--- src/rtl/moore_10x0_seq_gen_pkg.sv ---
// State encodings and frame constants shared by the 10X0 generator and detector.
// Keep encodings stable: the detector decodes the same values.
package moore_10x0_seq_gen_pkg;

    localparam int STATE_W = 3;

    typedef logic [STATE_W-1:0] state_t;

    localparam logic [2:0] IDLE  = 3'd0;
    localparam logic [2:0] G1    = 3'd1;
    localparam logic [2:0] G10   = 3'd2;
    localparam logic [2:0] G10X  = 3'd3;
    localparam logic [2:0] G10X0 = 3'd4;

    localparam int FRAME_LEN = 4;
    localparam int OVL_LEN   = 2;

endpackage

--- src/rtl/moore_10x0_seq_gen_frame_counter.sv ---
// Wrapping completed-frame counter with async active-low clear.
// Latency: count visible the cycle after inc_i; no backpressure.
// Backpressure: none, increments whenever enabled.
module seq_frame_counter #(
    parameter int CNT_W = 8
) (
    input  logic             Clk,
    input  logic             Rst,
    input  logic             inc_i,
    output logic [CNT_W-1:0] cnt_o
);

    logic [CNT_W-1:0] cnt_q;
    logic [CNT_W-1:0] cnt_d;

    assign cnt_d = cnt_q + CNT_W'(1);

    always_ff @(posedge Clk or negedge Rst) begin
        if (!Rst) begin
            cnt_q <= '0;
        end else if (inc_i) begin
            cnt_q <= cnt_d;
        end
    end

    assign cnt_o = cnt_q;

endmodule

--- src/rtl/moore_10x0_seq_gen.sv ---
// Moore serializer of 1,0,X,0 frames, optionally overlapping a 1010 tail into the next frame.
// Latency: first bit driven the cycle after accept; frames run back-to-back without gaps.
// Backpressure: Ready only in IDLE and on the last bit; requester holds Valid/X until accepted.
module moore_10x0_seq_gen
    import moore_10x0_seq_gen_pkg::*;
#(
    parameter bit OVERLAP = 1'b1,
    parameter int CNT_W   = 8
) (
    input  logic             Clk,
    input  logic             Rst,
    input  logic             Valid,
    input  logic             X,
    output logic             Ready,
    output logic             OP,
    output logic             Busy,
    output logic             Done,
    output logic [CNT_W-1:0] FrameCnt,
    output logic [2:0]       CS,
    output logic [2:0]       NS
);

    state_t cs_q;
    state_t ns_d;
    logic   x_q;
    logic   op_d;
    logic   accept;

    assign Ready  = (cs_q == IDLE) || (cs_q == G10X0);
    assign accept = Valid & Ready;

    always_comb begin
        ns_d = IDLE;
        case (cs_q)
            IDLE:    ns_d = accept ? G1 : IDLE;
            G1:      ns_d = G10;
            G10:     ns_d = G10X;
            G10X:    ns_d = G10X0;
            // x_q still holds the outgoing frame's bit here, so it decides overlap.
            G10X0:   ns_d = accept ? ((OVERLAP && x_q) ? G10X : G1) : IDLE;
            default: ns_d = IDLE;
        endcase
    end

    always_comb begin
        op_d = 1'b0;
        case (cs_q)
            G1:      op_d = 1'b1;
            G10X:    op_d = x_q;
            default: op_d = 1'b0;
        endcase
    end

    always_ff @(posedge Clk or negedge Rst) begin
        if (!Rst) begin
            cs_q <= IDLE;
            x_q  <= 1'b0;
        end else begin
            cs_q <= ns_d;
            if (accept) begin
                x_q <= X;
            end
        end
    end

    // G10X0 always lasts one cycle, so its presence marks the completing edge.
    seq_frame_counter #(
        .CNT_W (CNT_W)
    ) u_frame_cnt (
        .Clk   (Clk),
        .Rst   (Rst),
        .inc_i (Done),
        .cnt_o (FrameCnt)
    );

    assign OP   = op_d;
    assign Busy = (cs_q != IDLE);
    assign Done = (cs_q == G10X0);
    assign CS   = cs_q;
    assign NS   = ns_d;

endmodule

--- config.mk ---
export PLATFORM = sky130hd
export DESIGN_NAME = moore_10x0_seq_gen
export DESIGN_NICKNAME = d
export VERILOG_FILES = /design/src/rtl/moore_10x0_seq_gen_pkg.sv /design/src/rtl/moore_10x0_seq_gen_frame_counter.sv /design/src/rtl/moore_10x0_seq_gen.sv
export SDC_FILE = /design/constraint.sdc
export NUM_CORES = 1
export LEC_CHECK = 0
export CORE_AREA = 2 2 39 41
export CTS_BUF_LIST = sky130_fd_sc_hd__clkbuf_2 sky130_fd_sc_hd__clkbuf_4 sky130_fd_sc_hd__clkbuf_8
export DETAILED_ROUTE_END_ITERATION = 16
export DIE_AREA = 0 0 41 43
export PLACE_DENSITY_LB_ADDON = 0.1
export SLEW_MARGIN = 20
export SYNTH_ARGS = -nofsm -noshare
export SYNTH_HDL_FRONTEND = slang
export SYNTH_SLANG_ARGS = --single-unit
--- constraint.sdc ---
create_clock -name Clk -period 1.8 [get_ports Clk]
set_clock_uncertainty 0.15 [all_clocks]
set_input_delay 0.27 -clock Clk [delete_from_list [all_inputs] [get_ports Clk]]
set_output_delay 0.27 -clock Clk [all_outputs]
set_load 0.05 [all_outputs]
# Word-level counts from Yosys, hierarchy flattened
# Cells that the tools add are included.
dict set report word_totals {
  ff_bits 12
  out_inout_bits 18
}
dict set report op_classes {
  add_sub_neg 1
  eq_ne 4
  muxes 5
  bitwise_logic 1
  reduce_logical 3
}
# cell n
set op_table {}
lappend op_table {{case mux 3 bit (5 select lines)} 1}
lappend op_table {{adder 8 x 1 -> 8 bit (second input constant)} 1}
lappend op_table {{equality test 3 x 2 -> 1 bit (second input constant)} 2}
lappend op_table {{two-way mux 2 bit} 2}
lappend op_table {{equality test 3 x 1 -> 1 bit (second input constant)} 1}
lappend op_table {{equality test 3 bit (second input constant)} 1}
lappend op_table {{logical NOT 3 bit} 1}
lappend op_table {{nonzero test 3 bit} 1}
lappend op_table {{case mux 1 bit (2 select lines)} 1}
lappend op_table {{AND 1 bit} 1}
lappend op_table {{logical OR 1 bit} 1}
lappend op_table {{two-way mux 1 bit} 1}

# Logic depth before layout (Yosys ltp)
dict set report logic_depth {
  word_depth 5
  mapped_depth 4
  depth_no_buf 3
}

# Cells and area by module
# From an unflattened synthesis, not the netlist that was laid out.
dict set report hier_totals {
  hier_cells 44
  area_unflattened_um2 551.8
}
# module instances cells_each area_each_um2
set by_module_without_submodules {}
lappend by_module_without_submodules {seq_frame_counter 1 26 337.8}
lappend by_module_without_submodules {moore_10x0_seq_gen 1 18 214.0}

# Worst setup path after synthesis
# No wires, ideal clock.
dict set report synth_path {
  kind {register to output}
  startpoint {register cs_q[0], in the netlist CS[0]}
  endpoint {output port NS[1]}
  arrival_ns 1.976
  t_required_ns 1.380
  path_slack_ns -0.596
  path_stages_with_launch 3
  n_path_buf 0
  cell_sequence {dfrtp_1 > xnor2_1 > o21ai_0}
}
dict set report synth_via {
  elab_chain_len 5
}
# element line_no
set synth_lines {}
lappend synth_lines {{start, declared} moore_10x0_seq_gen.sv:23} ;# state_t cs_q;
lappend synth_lines {{start signal, assigned} moore_10x0_seq_gen.sv:59} ;# cs_q <= ns_d;
lappend synth_lines {{equality test 3 bit / logical NOT 3 bit (equally long branches)} {moore_10x0_seq_gen.sv:29, moore_10x0_seq_gen.sv:34}}
lappend synth_lines {{logical OR 1 bit} moore_10x0_seq_gen.sv:29} ;# assign Ready = (cs_q == IDLE) || (cs_q == G10X0);
lappend synth_lines {{AND 1 bit} moore_10x0_seq_gen.sv:30} ;# assign accept = Valid & Ready;
lappend synth_lines {{two-way mux 2 bit} moore_10x0_seq_gen.sv:40} ;# G10X0: ns_d = accept ? ((OVERLAP && x_q) ? G10X : G1) : IDLE;
lappend synth_lines {{case mux 3 bit (5 select lines) *} moore_10x0_seq_gen.sv:34} ;# case (cs_q)
lappend synth_lines {{end, declared} moore_10x0_seq_gen.sv:20} ;# output logic [2:0] NS
# Mark *: on every way between the ends. The rest lies on a longest branch, timed or not.

# Worst setup path in the final report
dict set report layout_path {
  startpoint {register cs_q[1], in the netlist CS[1]}
  endpoint {output port NS[1]}
}
# Same word-level chain as after synthesis.

==> out/metrics.yaml <==
status: "finished, final reports clean"
grt_max_degree: 13
rsz0062_at_grt: "true"
cts_buffer_depth: 2
finalWorstSetupSlack_ns: 0.04962
grt.overflow.total: 0
avgRoutedWirePerCell_um: 11.50
globalplace.congestion: 0.7648
cts-root-buf: "clkbuf_4"
finish.net_count: 78
worst_ep_required_time_ns: 1.38
met1_usage_pct: 20.69
ys_async_sr_fraction_pct: 100.0
die_h_um: 43
grt_pass1_wl_um: 1642
via_count: 424
drv_slew: 0
worstSetupPathType: "reg2out"
postSynthAreaPerCell_um2: 12.12
grtUsageMet2_pct: 17.50
reg2regPathDepth: 3
via_per_inst: 4.818
finalHoldViolations: 0
antenna_cells: 0
endpoint_kind: "output port"
finalCriticalPeriod_ns: 1.750
critPathLaunchType: "flop"
yosysTopAreaCell: "dfrtp_1"
initial_core_util_pct: 39.42
use_met3_pct: 4.712
antenna_found_initial: 0
setup_violations: 0
slew_headroom_pct: 65.81
placed_area_um2: 832.0
ys_seq_area_share_pct: 55.05
grtUsageTotal_pct: 14.05
maxCapViolCount: 0
area_delta_synth_final_pct: 62.61
numCtsBuffers: 3
ant_nets: 0
hold_path_class: "in2async"
r2r-end: "u_frame_cnt.cnt_o[1]"
synth-edff-count: 0
routed_wl_um: 1012
die_w_um: 41
die_area_um2: 1763
core_area_um2: 1384
fin_crit_sh_pct: 97.24
synthCells: 45
grt_pass1_vias: 370
syn_nets: 50
yosysTopAreaCellShare_pct: 55.05
synth.most_common_cell: "dfrtp_1"
io_buffers: 21
path_max_fanout: 7
hpwl_um: 779.6
cts_htree_levels: 1
cts.sinks: 12
finalInstanceArea_um2: 887.1
synth.area.top_cells: "dfrtp_1, xnor2_1, mux2_2"
clk_pin_slew_ns: 0.07
grt.busiest_layer: "met1"
ys_ff_latch: 12
synthFlopType: "dfrtp_1"
worst_pin_slew_ns: 0.5113
drt_iter0_drc: 5
clock.fmax_mhz: 571.3
cts_hold_buf: 0
clk_latency_ns: 0.26
io_pins: 22
drtPass1Iterations: 4
core.rowCount: 14
netlist_top_cells_count: "dfrtp_1, xnor2_1, nand3_1"
drive_gt1_share_pct: 50.00
r2r_start: "CS[1]"
crit_arrival_ns: 1.33
drc: 0
place_ws_ns: 0.2151
startpoint: "CS[1]"
r2r_slack_ns: 0.30
synthDistinctLibCells: 18
cts_tree: "done"
synth_warnings: 0
synth_area_um2: 545.5
-- registers in the layout, summed over array words and instances, names as in the netlist --
register           flops
u_frame_cnt.cnt_o      8
x_q                    1
CS                     3
-- what timing repair did --
item | CTS | global route
setup endpoints to repair | 0 | 3
resized for setup | 0 | 1
setup buffers | 0 | 2
-- metal layers --
metal / routed length, µm / share of wire (%)
met1: 479 / 47
met2: 454 / 45
met3: 67 / 6.6
met4: 11 / 1.1
met5: 0 / 0
-- cell usage in the layout (no fill, tap or decap), types with 2 or more instances in the layout --
master / instances
and4_1: 2
dfrtp_1: 9
buf_12: 7
nand4_1: 2
nand3_1: 4
clkbuf_4: 3
nand2_1: 3
buf_4: 14
xnor2_1: 7
dfrtp_2: 3
clkdlybuf4s50_1: 3
mux2_2: 2
-- critical path, stage by stage, from the launching register on --
cell,delay (ns)
dfrtp_2,0.48
nor3b_2,0.21
nand3_1,0.11
o21ai_2,0.10
buf_12,0.16
-- cell families (layout without fill, tap and decap cells) --
logic type | after synthesis | in the layout | synth area share [%]
AND/OR/NAND/NOR | 18 | 18 | 20.18
flip-flops | 12 | 12 | 55.05
XOR/XNOR | 8 | 8 | 12.84
multiplexers | 3 | 3 | 5.963
buffers and inverters | 2 | 29 | 2.751
adder cells (fa/ha/maj) | 1 | 1 | 2.293
AO/OA/AOI/OAI | 1 | 1 | 0.9166
-- stage by stage --
step / setup TNS (ns) / cells / util [%] / hold WS, ns
finish: 0 / 88 / 64.10 / 0.1953
global route: -0.02953 / 88 / 64.10 / 0.2238
CTS: 0 / 86 / 62.75 / 0.2044
detailed placement: 0 / 82 / 60.13 / 0.3260
global placement: 0 / 82 / 60.13 / 0.3113
floorplan: 0 / 45 / - / -0.1756
-- how the worst max path moves through the flow --
stage	slack (ns)	cells after the start	endpoint
floorplan	0.05	4	NS[1]
global placement	0.23	4	NS[0]
detailed placement	0.22	4	NS[0]
CTS	0.02	4	NS[1]
global route	-0.03	4	NS[1]
finish	0.05	4	NS[1]
-- final cells by class --
| class | instances | area (µm²) |
|---|---|---|
| Clock buffer | 4 | 36.28 |
| Inverter | 1 | 3.754 |
| Tap cell | 16 | 20.02 |
| Fill cell | 112 | 496.7 |
| Multi-Input combinational cell | 31 | 247.7 |
| Timing Repair Buffer | 24 | 275.3 |
| Sequential cell | 12 | 304.0 |
Power is left out: the tool's default activity adds up to more than one toggle a clock period on the data nets, which glitch-free logic cannot reach.
